### src/rtl/bowling_pkg.sv
// Shared constants and types for the bowling roll sequencer and its roll checker.
package bowling_pkg;

    localparam int FRAMES_DEF = 10;
    localparam int PINS_DEF   = 10;

    typedef enum logic [1:0] {BALL1, BALL2, BALL3, DONE} roll_state_e;

    typedef logic [3:0] pins_t;

endpackage

### src/rtl/bowling_roll_check.sv
// Combinational classification of an offered roll against the pins still standing.
module bowling_roll_check
    import bowling_pkg::*;
#(
    parameter int PINS = PINS_DEF
) (
    input  pins_t       pins,
    input  pins_t       standing,
    input  roll_state_e state,
    output logic        legal,
    output logic        strike,
    output logic        spare
);

    // standing never exceeds PINS, so counts 11..15 always fail this compare
    assign legal  = (state != DONE) && (pins <= standing);
    assign strike = (pins == 4'(PINS));
    assign spare  = (state == BALL2) && (pins == standing);

endmodule

### src/rtl/bowling_frame_sequencer.sv
// Roll sequencer: accepts pin counts, tracks frame/ball/standing incl. tenth-frame bonus balls.
module bowling_frame_sequencer
    import bowling_pkg::*;
#(
    parameter int FRAMES = FRAMES_DEF,
    parameter int PINS   = PINS_DEF
) (
    input  logic       clk,
    input  logic       reset,
    input  logic       roll_valid,
    input  logic [3:0] pins,
    output logic       roll_ready,
    output logic       upd,
    output logic [3:0] n_out,
    output logic       ft_out,
    output logic       lf_out,
    output logic [3:0] frame,
    output logic [1:0] ball,
    output logic [3:0] standing,
    output logic       err,
    output logic       done
);

    roll_state_e state_q, state_d;
    pins_t       frame_q, frame_d, stand_q, stand_d, n_q, n_d;
    logic [1:0]  ball_q, ball_d;
    logic        strike1_q, strike1_d;
    logic        upd_q, upd_d, err_q, err_d, ft_q, ft_d, lf_q, lf_d;
    logic        legal, strike, spare, accept, last;

    bowling_roll_check #(.PINS(PINS)) u_check (
        .pins    (pins),
        .standing(stand_q),
        .state   (state_q),
        .legal   (legal),
        .strike  (strike),
        .spare   (spare)
    );

    assign accept = roll_valid && (state_q != DONE);
    assign last   = (frame_q == 4'(FRAMES));

    always_comb begin
        state_d   = state_q;
        frame_d   = frame_q;
        stand_d   = stand_q;
        strike1_d = strike1_q;
        upd_d     = 1'b0;
        err_d     = 1'b0;
        n_d       = n_q;
        ft_d      = ft_q;
        lf_d      = lf_q;
        if (accept && !legal) begin
            err_d = 1'b1;
        end else if (accept) begin
            upd_d = 1'b1;
            n_d   = pins;
            ft_d  = (state_q == BALL1);
            lf_d  = last;
            case (state_q)
                BALL1: begin
                    if (last) begin
                        state_d   = BALL2;
                        stand_d   = strike ? 4'(PINS) : 4'(PINS) - pins;
                        strike1_d = strike;
                    end else if (strike) begin
                        frame_d = frame_q + 4'd1;
                        stand_d = 4'(PINS);
                    end else begin
                        state_d = BALL2;
                        stand_d = 4'(PINS) - pins;
                    end
                end
                BALL2: begin
                    if (!last) begin
                        state_d = BALL1;
                        frame_d = frame_q + 4'd1;
                        stand_d = 4'(PINS);
                    end else if (strike1_q) begin
                        state_d = BALL3;
                        stand_d = strike ? 4'(PINS) : 4'(PINS) - pins;
                    end else if (spare) begin
                        state_d = BALL3;
                        stand_d = 4'(PINS);
                    end else begin
                        state_d = DONE;
                    end
                end
                BALL3:   state_d = DONE;
                default: ;
            endcase
        end
        // ball keeps its last value once the game is over
        case (state_d)
            BALL1:   ball_d = 2'd1;
            BALL2:   ball_d = 2'd2;
            BALL3:   ball_d = 2'd3;
            default: ball_d = ball_q;
        endcase
    end

    always_ff @(posedge clk) begin
        if (!reset) begin
            state_q   <= BALL1;
            frame_q   <= 4'd1;
            ball_q    <= 2'd1;
            stand_q   <= 4'(PINS);
            strike1_q <= 1'b0;
            upd_q     <= 1'b0;
            err_q     <= 1'b0;
            n_q       <= 4'd0;
            ft_q      <= 1'b0;
            lf_q      <= 1'b0;
        end else begin
            state_q   <= state_d;
            frame_q   <= frame_d;
            ball_q    <= ball_d;
            stand_q   <= stand_d;
            strike1_q <= strike1_d;
            upd_q     <= upd_d;
            err_q     <= err_d;
            n_q       <= n_d;
            ft_q      <= ft_d;
            lf_q      <= lf_d;
        end
    end

    assign roll_ready = (state_q != DONE);
    assign done       = (state_q == DONE);
    assign upd        = upd_q;
    assign err        = err_q;
    assign n_out      = n_q;
    assign ft_out     = ft_q;
    assign lf_out     = lf_q;
    assign frame      = frame_q;
    assign ball       = ball_q;
    assign standing   = stand_q;

endmodule
### config.mk
export PLATFORM = sky130hd
export DESIGN_NAME = bowling_frame_sequencer
export DESIGN_NICKNAME = d
export VERILOG_FILES = /design/src/rtl/bowling_pkg.sv /design/src/rtl/bowling_roll_check.sv /design/src/rtl/bowling_frame_sequencer.sv
export SDC_FILE = /design/constraint.sdc
export NUM_CORES = 1
export LEC_CHECK = 0
export CORE_MARGIN = 8
export CORE_UTILIZATION = 52
export CTS_CLUSTER_DIAMETER = 200
export DETAILED_ROUTE_END_ITERATION = 12
export PLACE_DENSITY = 0.83
export SYNTH_ARGS = -nofsm -noshare
export SYNTH_HDL_FRONTEND = slang
export SYNTH_HIERARCHICAL = 1
export SYNTH_SLANG_ARGS = --single-unit
### constraint.sdc
create_clock -name clk -period 7.1 [get_ports clk]
set_input_delay 1.42 -clock clk [delete_from_list [all_inputs] [get_ports clk]]
set_output_delay 1.42 -clock clk [all_outputs]
set_load 0.05 [all_outputs]
=== After elaboration in Yosys (flattened, before gate mapping) ===
Index checks and enable logic that the tools add are counted.

* Add/subtract/negate cells: 2
* Magnitude comparators: 1
* Eq/ne operators: 13
* Muxes and demuxes: 20
* Bitwise logic cells: 2
* Reduce and logical (&&, ||, !) cells: 14

{| class="wikitable"
|+ Operators with widths
! cell !! number
|-
| two-way mux 4 bit || 7
|-
| case mux 4 bit (2 select lines) || 2
|-
| case mux 2 bit (3 select lines) || 2
|-
| two-way mux 2 bit || 5
|-
| equality test 4 bit, second input constant || 2
|-
| != test 2 bit, second input constant || 4
|-
| AND reduction 4 bit || 2
|-
| equality test 2 bit, second input constant || 3
|-
| AND reduction 6 bit || 1
|-
| adder 4 x 1 -> 4 bit, second input constant || 1
|-
| equality test 2 x 1 -> 1 bit, second input constant || 2
|-
| equality test 4 bit || 1
|-
| <= comparator 4 bit || 1
|-
| logical AND 1 bit || 4
|-
| logical NOT 2 bit || 2
|-
| two-way mux 1 bit || 4
|-
| != test 4 bit, second input constant || 1
|-
| subtractor 4 bit, first input constant || 1
|-
| nonzero test 3 bit || 1
|-
| NOT 1 bit || 2
|-
| AND reduction 2 bit || 1
|-
| nonzero test 2 bit || 1
|-
| OR reduction 2 bit || 1
|-
| logical NOT 1 bit || 1
|}

* Bits in registers: 21
* Input bits: 7
* Word-level logic and storage cells: 62

=== Longest topological paths before layout ===
* Word-level depth: 10
* Gate-level depth with buffers: 13
* Depth with buffers taken out: 12

=== By module ===
The synthesis kept the hierarchy.

{| class="wikitable"
|+ By module, submodules not included
! module !! instances !! cells each !! area an instance (um^2) !! sequential area each (um^2)
|-
| bowling_frame_sequencer || 1 || 107 || 993.5 || 420.4
|-
| bowling_roll_check || 1 || 18 || 142.6 || 0.0
|}

=== Least setup slack after synthesis ===
Ideal clock, no wire load.

* Path kind: input -> register
* Start point: in pins[1]
* End point: reg ball_q[0] (netlist: ball[0])
* Library setup time: 0.134 ns
* Data arrival time: 4.022 ns
* Data required time: 6.966 ns
* Slack: 2.943 ns
* Stages: 10
* Path buffers: 0
* Cell sequence: ha_1 > a21o_1 > a221oi_2 > nand2_1 > a2111oi_0 > nor3b_1 > ha_1 > or3_1 > a2111oi_0 > o31ai_1

{| class="wikitable"
|+ RTL lines
! what !! line !! text
|-
| from (decl) || bowling_frame_sequencer.sv:11 || <nowiki>input logic [3:0] pins,</nowiki>
|-
| <= comparator 4 bit * || bowling_roll_check.sv:16 || <nowiki>assign legal = (state != DONE) && (pins <= standing);</nowiki>
|-
| logical AND 1 bit * || bowling_roll_check.sv:16 ||
|-
| named net legal || bowling_frame_sequencer.sv:29 || <nowiki>logic legal, strike, spare, accept, last;</nowiki>
|-
| logical NOT 1 bit * || bowling_frame_sequencer.sv:53 || <nowiki>if (accept && !legal) begin</nowiki>
|-
| logical AND 1 bit * || bowling_frame_sequencer.sv:53 ||
|-
| two-way mux 2 bit * || bowling_frame_sequencer.sv:53 ||
|-
| equality test 2 bit (tied with other cells) || bowling_frame_sequencer.sv:94 || <nowiki>case (state_d)</nowiki>
|-
| case mux 2 bit (3 select lines) / nonzero test 3 bit (equally long branches) || - ||
|-
| to (signal assigned) || bowling_frame_sequencer.sv:117 || <nowiki>ball_q <= ball_d;</nowiki>
|-
| to (decl) || bowling_frame_sequencer.sv:26 || <nowiki>logic [1:0] ball_q, ball_d;</nowiki>
|}

The timed path passes the listed nets; every way through them passes the cells marked *.
A chain may end at the register's enable or synchronous reset.

=== Final worst setup path ===
Same ends and word-level chain as after synthesis.

==> impl_metrics.yaml <==
status:
  status: "completed"
clock_network:
  cts_buffer_depth: 2
  clk_latency_ns: 0.30
  clock-root-buffer: "clkbuf_4"
  ctsResizeCount: 0
  cts-buffers-inserted: 3
  cts_hold_buffers: 0
  cts_tree: "done"
  clk_pin_slew_worst_paths_ns: 0.13
  clock_sinks: 21
  postCtsSetupRepairBufs: 0
  cts.htree.levels: 1
yosys:
  syn_inst: 125
  syn_avg_cell_area_um2: 9.09
  synth_top_area_share_pct: 37.0
  syn-cell-area_mm2: 0.00114
  synth_area_leaders: "dfxtp_1, ha_1, a21oi_1"
  synth_flop_cell: "dfxtp_1"
  async_flop_share_pct: 0
  syn-num-nets: 140
  synth_edf_count: 0
  synth_cell_types: 41
  synth-seq-cells: 21
  synth_top_area_cell: "dfxtp_1"
  ys_seq_area_share_pct: 37.0
  synth-warning-count: 6
route:
  wirelength_um: 2660
  firstDrtPassIters: 5
  viasPerCell: 5.92
  route.detailed.drc: 0
  detail_route.wl_per_cell_um: 14.8
  vias: 1059
  ant_nets: 0
  drt_first_iter_violations: 51
power:
  pwr-share-seq_pct: 45.9
  intPower_mw: 0.185
  p_clk_share_pct: 19.9
  p_per_area_mw_per_mm2: 206
  peakVddDrop_uv: 161
  pwr-share-comb_pct: 34.3
  p_leak_nw: 0.569
  power_switching_mw: 0.111
  sw_frac_of_total_pct: 37.6
floorplan:
  rows: 17
  initial_core_util_pct: 52.9
  ios: 27
  dieWidth_um: 62.7
  core_mm2: 0.00215
  die-area_mm2: 0.00394
  die-height_um: 62.7
final_layout:
  area_growth_pct: 26.5
  fin_nets: 167
  final_util_pct: 66.9
  diodes: 0
  drive_gt1_share_pct: 8.61
worst_setup_path:
  endpoint_kind: "register"
  path_delay_family: "compound AO/OA/AOI/OAI gates"
  cpMaxStageDelayCell: "clkdlybuf4s50_1"
  crit_required_ns: 7.29
  critPathArrivalTime_ns: 4.92
  cpPeakStageDelay_ns: 0.50
  cp_num_buf_inv: 1
  crit_chain: "clkdlybuf4s50_1 -> ha_1 -> a21o_1 -> a221oi_2 -> nand2_1 -> a2111oi_0 -> nor3b_1 -> ha_1 -> or3_1 -> a2111oi_0 -> o31ai_1"
  path_max_fanout: 9
  crit_type: "in2reg"
  worst_setup_path_start_kind: "input pin"
global_route:
  busiest_layer: "met2"
  track_usage_pct: 13.1
  grt_use_met2_pct: 22.8
  antenna_found_initial: 0
  grt_first_pass_wirelength_um: 4400
  use_met1_pct: 15.9
  grt_start_max_net_pins: 14
  use_met3_pct: 2.87
  overflow: 0
  first_global_vias: 965
timing:
  fin_crit_sh_pct: 66.7
  tightestPinTransition_ns: 0.562
  fin_setup_tns_ns: 0
  timing.fmax_mhz: 211
  setup_viol: 0
  fin_crit_ns: 4.74
  final_max_slew_viol_count: 0
  rsz0062_at_grt: "no"
  hold_viol_final: 0
  slew_headroom_pct: 61.6
  skew_ns: 0.00721
flow_run:
  maxCapViolations: 0
placement:
  place_hpwl_um: 2010
  port_buffers: 26
  place.gp.congestion: 0.822
hold_path:
  hp-class: "reg2reg"
## flip-flops by register name, summed over array words and instances (netlist names)
signal / cells
frame: 4
n_out: 4
standing: 4
ball: 2
state_q: 2
err: 1
ft_out: 1
lf_out: 1
strike1_q: 1
upd: 1
## routing by layer
metal,part of all wire (%),routed length [um]
met4,0.72,19
met2,49,1310
met5,0,0
met3,3.2,85
met1,47,1240
## worst register-to-register path, delay by kind of cell, from the launching register on
| family | cells | cell delay [ns] |
|---|---|---|
| AOI/OAI and AO/OA | 5 | 1.58 |
| adders and majority gates | 2 | 0.59 |
| and+or+nand+nor | 3 | 0.76 |
| buffers and inverters | 1 | 0.05 |
| DFF | 1 | 0.38 |
## stage by stage
step	instances	setup slack (ns)	hold slack (ns)	instance area [um2]	total power, mW
floorplan	125	2.94	0.483	1140	0.208
global placement	175	2.24	0.469	1410	0.238
detailed placement	175	2.06	0.470	1410	0.239
CTS	179	2.41	0.484	1440	0.297
global route	179	2.15	0.514	1440	0.312
finish	179	2.36	0.483	1440	0.296
## worst paths after layout
check	end	cells after the start	from	slack (ns)
worst max-delay path	ball[0]	11	pins[1]	2.36
worst min-delay path	lf_out	2	lf_out	0.48
worst max register to register	ball[0]	11	standing[1]	3.60
worst min register to register	lf_out	2	lf_out	0.48
## layout make-up
type                            instances  area (um2)
Fill cell                             177         711
Multi-Input combinational cell         88         646
Sequential cell                        21         420
Timing Repair Buffer                   27         268
Inverter                               11        41.3
Tap cell                               28        35.0
Clock buffer                            3        22.5
Clock inverter                          1        5.00
## cells in the mapped netlist (2+ instances only)
cell       count
or4_1          3
ha_1           8
o31ai_1        5
a21oi_1       11
nor3b_1        2
nor3_1         2
dfxtp_1       21
mux2i_1        2
a2111oi_0      2
inv_1         10
a31o_2         2
clkbuf_1       2
nor2_1         5
nand3_1        9
and2_1         2
buf_2          2
o21ai_0        6
a32o_1         2
a32oi_1        2
nand2_1        6
## cells in the final DEF, fill, tap and decap left out, drive strengths merged, types with 3 or more instances in the layout
cell type	netlist	layout
nand3	9	9
nand2	7	7
ha	8	8
a21oi	11	11
nor2	5	5
or4	3	3
inv	10	10
a2111oi	3	3
dfxtp	21	21
o31ai	5	5
clkbuf	2	3
o21ai	6	6
clkdlybuf4s50	0	26
## power by group through the flow
stage / sequential [mW] / combinational, mW / clock (mW)
after floorplan: 0.166 / 0.0428 / 0
after global placement: 0.138 / 0.100 / 0
after global routing: 0.138 / 0.109 / 0.0655
final: 0.136 / 0.101 / 0.0588
after detailed placement: 0.138 / 0.101 / 0
after CTS: 0.136 / 0.101 / 0.0596
## logic make-up after synthesis
family / after synthesis / synth area share (%)
AOI/OAI and AO/OA: 35 / 22.0
xor gates and xnor gates: 2 / 1.54
adders and majority gates: 8 / 8.81
buffers and inverters: 16 / 6.17
DFF: 21 / 37.0
muxes: 2 / 1.76
and+or+nand+nor: 41 / 22.7
Note: power is estimated with default switching activity, not from simulation.
